<file path="src/rtl/vga_timing_generator.sv">
// VGA raster timing: pixel-rate prescaler, h/v scan counters, pixel request
// pulses and pipeline-aligned hsync/vsync/video_on for the pixel generator.
//
// Ports:
//   clk, rst_n    system clock, asynchronous active-low reset
//   req           one-clk pulse requesting the pixel at row/column
//   row, column   active pixel coordinates, held between active ticks
//   frame_start   one-clk pulse together with the req for pixel (0,0)
//   hsync, vsync  sync outputs, delayed PIPE_DELAY pixels, level SYNC_POL
//   video_on      active-area flag, delayed PIPE_DELAY pixels
module vga_timing_generator #(
  parameter int CLKS_PER_PIXEL = 4,
  parameter int H_ACTIVE       = 640,
  parameter int H_FP           = 16,
  parameter int H_SYNC         = 96,
  parameter int H_BP           = 48,
  parameter int V_ACTIVE       = 480,
  parameter int V_FP           = 10,
  parameter int V_SYNC         = 2,
  parameter int V_BP           = 33,
  parameter int PIPE_DELAY     = 2,
  parameter bit SYNC_POL       = 1'b0
) (
  input  logic       clk,
  input  logic       rst_n,
  output logic       req,
  output logic [8:0] row,
  output logic [9:0] column,
  output logic       frame_start,
  output logic       hsync,
  output logic       vsync,
  output logic       video_on
);

  localparam int H_TOTAL = H_ACTIVE + H_FP + H_SYNC + H_BP;
  localparam int V_TOTAL = V_ACTIVE + V_FP + V_SYNC + V_BP;
  localparam int DW      = $clog2(CLKS_PER_PIXEL);

  localparam logic [DW-1:0] PD_LAST = DW'(CLKS_PER_PIXEL - 1);

  localparam logic [9:0] H_LAST = 10'(H_TOTAL - 1);
  localparam logic [9:0] V_LAST = 10'(V_TOTAL - 1);
  localparam logic [9:0] H_ACT  = 10'(H_ACTIVE);
  localparam logic [9:0] V_ACT  = 10'(V_ACTIVE);
  localparam logic [9:0] HS_BEG = 10'(H_ACTIVE + H_FP);
  localparam logic [9:0] HS_END = 10'(H_ACTIVE + H_FP + H_SYNC);
  localparam logic [9:0] VS_BEG = 10'(V_ACTIVE + V_FP);
  localparam logic [9:0] VS_END = 10'(V_ACTIVE + V_FP + V_SYNC);

  // Scan state
  logic [DW-1:0] pix_div_q, pix_div_d;
  logic [9:0]    h_q, h_d;
  logic [9:0]    v_q, v_d;

  // Request side
  logic          req_q, req_d;
  logic          fs_q, fs_d;
  logic [8:0]    row_q, row_d;
  logic [9:0]    col_q, col_d;

  // Raw-value delay line, stage 0 holds the newest pixel
  logic [PIPE_DELAY-1:0] hs_pipe_q, hs_pipe_d;
  logic [PIPE_DELAY-1:0] vs_pipe_q, vs_pipe_d;
  logic [PIPE_DELAY-1:0] von_pipe_q, von_pipe_d;

  // Output stage, raw (active-high) encoding
  logic          hs_q, hs_d;
  logic          vs_q, vs_d;
  logic          von_q, von_d;

  // Next-pixel decode
  logic          tick;
  logic          h_wrap;
  logic [9:0]    h_n;
  logic [9:0]    v_n;
  logic          active_n;
  logic          hs_raw;
  logic          vs_raw;

  always_comb begin
    tick   = (pix_div_q == PD_LAST);
    h_wrap = (h_q == H_LAST);
    h_n    = h_wrap ? 10'd0 : h_q + 10'd1;
    v_n    = v_q;
    if (h_wrap) begin
      v_n = (v_q == V_LAST) ? 10'd0 : v_q + 10'd1;
    end
    active_n = (h_n < H_ACT) && (v_n < V_ACT);
    hs_raw   = (h_n >= HS_BEG) && (h_n < HS_END);
    vs_raw   = (v_n >= VS_BEG) && (v_n < VS_END);
  end

  always_comb begin
    pix_div_d  = tick ? '0 : pix_div_q + 1'b1;
    h_d        = h_q;
    v_d        = v_q;
    req_d      = 1'b0;
    fs_d       = 1'b0;
    row_d      = row_q;
    col_d      = col_q;
    hs_pipe_d  = hs_pipe_q;
    vs_pipe_d  = vs_pipe_q;
    von_pipe_d = von_pipe_q;
    hs_d       = hs_q;
    vs_d       = vs_q;
    von_d      = von_q;
    if (tick) begin
      h_d   = h_n;
      v_d   = v_n;
      req_d = active_n;
      fs_d  = active_n && (h_n == 10'd0) && (v_n == 10'd0);
      if (active_n) begin
        row_d = v_n[8:0];
        col_d = h_n;
      end
      // Output takes the oldest stage before the shift, which gives
      // exactly PIPE_DELAY pixels between a raw value and its display.
      hs_d  = hs_pipe_q[PIPE_DELAY-1];
      vs_d  = vs_pipe_q[PIPE_DELAY-1];
      von_d = von_pipe_q[PIPE_DELAY-1];
      hs_pipe_d[0]  = hs_raw;
      vs_pipe_d[0]  = vs_raw;
      von_pipe_d[0] = active_n;
      for (int k = 1; k < PIPE_DELAY; k++) begin
        hs_pipe_d[k]  = hs_pipe_q[k-1];
        vs_pipe_d[k]  = vs_pipe_q[k-1];
        von_pipe_d[k] = von_pipe_q[k-1];
      end
    end
  end

  // Counters reset to their last values so the first tick lands on (0,0).
  always_ff @(posedge clk or negedge rst_n) begin
    if (!rst_n) begin
      pix_div_q  <= PD_LAST;
      h_q        <= H_LAST;
      v_q        <= V_LAST;
      req_q      <= 1'b0;
      fs_q       <= 1'b0;
      row_q      <= '0;
      col_q      <= '0;
      hs_pipe_q  <= '0;
      vs_pipe_q  <= '0;
      von_pipe_q <= '0;
      hs_q       <= 1'b0;
      vs_q       <= 1'b0;
      von_q      <= 1'b0;
    end else begin
      pix_div_q  <= pix_div_d;
      h_q        <= h_d;
      v_q        <= v_d;
      req_q      <= req_d;
      fs_q       <= fs_d;
      row_q      <= row_d;
      col_q      <= col_d;
      hs_pipe_q  <= hs_pipe_d;
      vs_pipe_q  <= vs_pipe_d;
      von_pipe_q <= von_pipe_d;
      hs_q       <= hs_d;
      vs_q       <= vs_d;
      von_q      <= von_d;
    end
  end

  assign req         = req_q;
  assign frame_start = fs_q;
  assign row         = row_q;
  assign column      = col_q;
  assign video_on    = von_q;
  assign hsync       = ~(hs_q ^ SYNC_POL);
  assign vsync       = ~(vs_q ^ SYNC_POL);

endmodule

</file>
<file path="config.mk">
export PLATFORM = sky130hd
export DESIGN_NAME = vga_timing_generator
export DESIGN_NICKNAME = d
export VERILOG_FILES = /design/src/rtl/vga_timing_generator.sv
export SDC_FILE = /design/constraint.sdc
export NUM_CORES = 1
export LEC_CHECK = 0
export ABC_CLOCK_PERIOD_IN_PS = 3180
export BUFFER_PORTS_ARGS = -buffer_cell sky130_fd_sc_hd__buf_2
export CAP_MARGIN = 20
export CORE_MARGIN = 2
export CORE_UTILIZATION = 28
export CTS_BUF_LIST = sky130_fd_sc_hd__clkbuf_16
export DETAILED_ROUTE_END_ITERATION = 8
export GPL_TIMING_DRIVEN = 0
export PLACE_DENSITY_LB_ADDON = 0.15
export SYNTH_ARGS = -nofsm -noshare
export SYNTH_HDL_FRONTEND = slang
export SYNTH_SLANG_ARGS = --single-unit
</file>
<file path="constraint.sdc">
create_clock -name clk -period 3.18 [get_ports clk]
set_clock_uncertainty 0.2 [all_clocks]
set_input_delay 0.477 -clock clk [delete_from_list [all_inputs] [get_ports clk]]
set_output_delay 0.477 -clock clk [all_outputs]
set_load 0.01 [all_outputs]
</file>
==> impl_metrics.yaml <==
power:
  ir_drop_worst_vdd_v: 0.000292
  powerDensity_mw_per_mm2: 435
  totalPowerFinal_mw: 1.47
  total_leakage_power_nw: 1.40
floorplan:
  fp.dieH_um: 103
  floorplan.io_pins: 26
  fp.dieW_um: 103
  initial_utilization_pct: 28.4
  placement_rows: 36
  die-area_sq_mm: 0.0106
  core_area_sq_mm: 0.00964
clock_tree:
  clock-sinks: 52
  ctsHtreeMaxLevel: 2
  cts.root.buffer_cell: "clkbuf_16"
  clkLatencyLatePin_ns: 0.29
  tritoncts_buffer_count: 5
  cts_tree: "yes"
  worst_setup_hold_path_clk_slew_ns: 0.07
  clk_path_buf_depth: 2
synth:
  synth_top_area_share_pct: 36.5
  synth_ff_type: "dfrtp_1"
  postSynthNetCount: 273
  synth_async_sr_flop_share_pct: 100
  synthesis.yosys.warnings: 0
  ys_types: 47
  post_synth_main_area_contributors: "dfrtp_1 37%, dfstp_2 12%, xnor2_1 4.5%, mux2i_1 4.0%, mux2_4 3.8%"
  synth.avg_cell_area_sq_um: 10.3
  yosysTopAreaCell: "dfrtp_1"
  synth_sequential_area_ratio_pct: 48.0
  syn_area_sq_mm: 0.00274
  synth_seq_cells: 52
  post_synth_inst_count: 266
  number_of_enable_flip_flop_cells_after_synthesis: 0
grt:
  number_of_antenna_violations_at_the_first_check_in_global_routing: 0
  grt-ovfl-total: 0
  first_pass_grt_wire_length_mm: 11.1
  grt_max_degree: 39
  number_of_global_route_vias_before_repair: 2075
  gr-usage-all-layers_pct: 13.8
place:
  gp_congestion: 0.817
  portBuffers: 25
  place.detailed.hpwl_mm: 4.62
  place.detailed.instances: 425
worst_setup_path:
  setup.reg_to_reg.worst_slack_ns: 0.13
  required_ns: 3.16
  critPathKind: "reg2reg"
  worstPathArrival_ns: 3.02
  critPathCaptureType: "flip-flop"
  crit_path_start_kind: "flip-flop"
  timing.critical_path.fanout_max: 10
  r2r.worst_path.cells: 10
  rr_endpoint: "column[1]"
  crit-reg2reg-launch: "h_q[0]"
sta:
  fin_crit_ns: 3.05
  tns_ns: 0
  slew_limit_headroom_pct: 54.9
  fin_crit_share_pct: 95.8
  worst-slew-pin-transition_ns: 0.676
  setup_viol_count_final: 0
  drv_slew: 0
  clock.fmax_ghz: 0.328
  number_of_hold_violations_in_the_final_report: 0
  rsz0062_at_grt: "no"
final_layout:
  syn2layout_area_growth_pct: 22.8
  antenna-diode-count: 0
  layout.cells.most_common_list: "40 x dfrtp_1, 28 x buf_2, 25 x nand2_1"
  total_number_of_nets_in_the_final_design: 308
  drive_gt1_share_pct: 27.2
  final_common_cell: "dfrtp_1"
  fin_cells: 435
drt:
  antenna_left: 0
  number_of_vias_after_detailed_routing: 2052
  totalWireLength_mm: 6.76
  routed_wire_length_per_instance_um: 15.5
  drtIter0Drc: 70
  viasPerCell: 4.72
  route.detailed.drc: 0
  number_of_iterations_in_the_first_detailed_routing_pass: 4
hold_path:
  worstHoldPathType: "reg2reg"
  min_to: "pix_div_q[0]"
  hp-start: "pix_div_q[0]"
  min_path_cells: 1
outcome:
  outcome: "finished clean"
run:
  cap_viol_max_count: 0
[cells in the mapped netlist, types with 2 or more instances]
| library cell | n |
|---|---|
| a21o_1 | 2 |
| a21oi_1 | 6 |
| a31oi_1 | 3 |
| and3_1 | 3 |
| and4_1 | 3 |
| buf_2 | 4 |
| buf_6 | 2 |
| clkbuf_1 | 14 |
| dfrtp_1 | 40 |
| dfstp_2 | 12 |
| ha_1 | 5 |
| inv_1 | 19 |
| mux2_2 | 8 |
| mux2_4 | 7 |
| mux2i_1 | 11 |
| nand2_1 | 25 |
| nand2b_1 | 2 |
| nand3_1 | 12 |
| nand4_1 | 6 |
| nand4b_1 | 2 |
| nor2_1 | 13 |
| nor3_1 | 8 |
| o21a_1 | 3 |
| o21ai_0 | 13 |
| o31ai_1 | 2 |
| or3_1 | 4 |
| xnor2_1 | 14 |
| xor2_1 | 4 |
[worst max-delay path by stage]
stage,startpoint,endpoint,cells past startpoint
3_3_place_gp,h_q[0],column[4],8
5_1_grt,v_q[2],column[8],8
2_1_floorplan,h_q[0],column[1],8
3_5_place_dp,h_q[0],row[6],8
6_report,h_q[0],column[1],10
4_1_cts,h_q[0],column[1],10
[timing repair]
| action | 4_1_cts | 5_1_grt |
|---|---|---|
| setup buffers | 3 | 0 |
| hold endpoints to repair | 14 | 0 |
| pin swaps | 2 | 1 |
| resized for setup | 6 | 7 |
| endpoints found under the setup margin | 24 | 18 |
| cloned | 0 | 0 |
| hold buffers | 1 | 0 |
[power by group]
group / total (mW) / switching [mW] / leakage (nW) / internal, mW
clock network: 0.787 / 0.256 / 0.104 / 0.531
registers: 0.662 / 0 / 0.658 / 0.662
logic: 0.0170 / 0.0132 / 0.642 / 0.00373
total: 1.47 / 0.270 / 1.40 / 1.20
[routing by layer]
layer  GRT usage, %  wire length, um  vias up
met3           3.05              180        4
met1           19.1             3370     1021
met2           22.1             3180       29
met5              0                0        -
li1               -                -      998
met4           3.44               41        0
[cells by family after synthesis]
kind of cell	count (synthesis)	synth area share, %
simple gates	84	16.3
flops	52	48.0
compound gates	42	10.5
buf+inv	39	6.07
mux	26	11.1
xor+xnor	18	5.75
fa+ha+maj	5	2.28
[registers in the layout, indices dropped and copies added, names as in the netlist]
signal,cells
hs_pipe_q,2
h_q,10
row,9
vs_q,1
v_q,10
von_pipe_q,2
pix_div_q,2
req,1
video_on,1
frame_start,1
vs_pipe_q,2
hs_q,1
column,10
[metrics by stage]
| stage | area (sq um) | util [%] | hold WS, ns | worst slack (ns) |
|---|---|---|---|---|
| after floorplan | 2740 | - | -0.0186 | 0.266 |
| after global placement | 3030 | 31.5 | 0.266 | -0.449 |
| after detailed placement | 3050 | 31.7 | 0.228 | -0.437 |
| after CTS | 3330 | 34.6 | 0.291 | 0.0110 |
| after global routing | 3370 | 34.9 | 0.305 | 0.00386 |
| final | 3370 | 34.9 | 0.287 | 0.134 |
[critical path: stages (launching register included)]
cell and delay [ns]:
dfstp_2 0.62, ha_4 0.19, nand4_1 0.08, buf_4 0.17, buf_4 0.16, nor4_4 0.30
xnor2_2 0.12, or3_1 0.41, o2111a_2 0.21, buf_6 0.18, mux2_4 0.30
[final cells by class]
cell class / count / area [sq um]
inverter: 19 / 71.3
tap: 133 / 166
timing repair buffer: 30 / 178
buffer: 18 / 90.1
clock buffer: 5 / 125
fill: 1020 / 6270
multi-input combinational: 175 / 1330
sequential: 52 / 1320
clock inverter: 3 / 90.1
No activity file was read; power rests on OpenSTA's default activity.
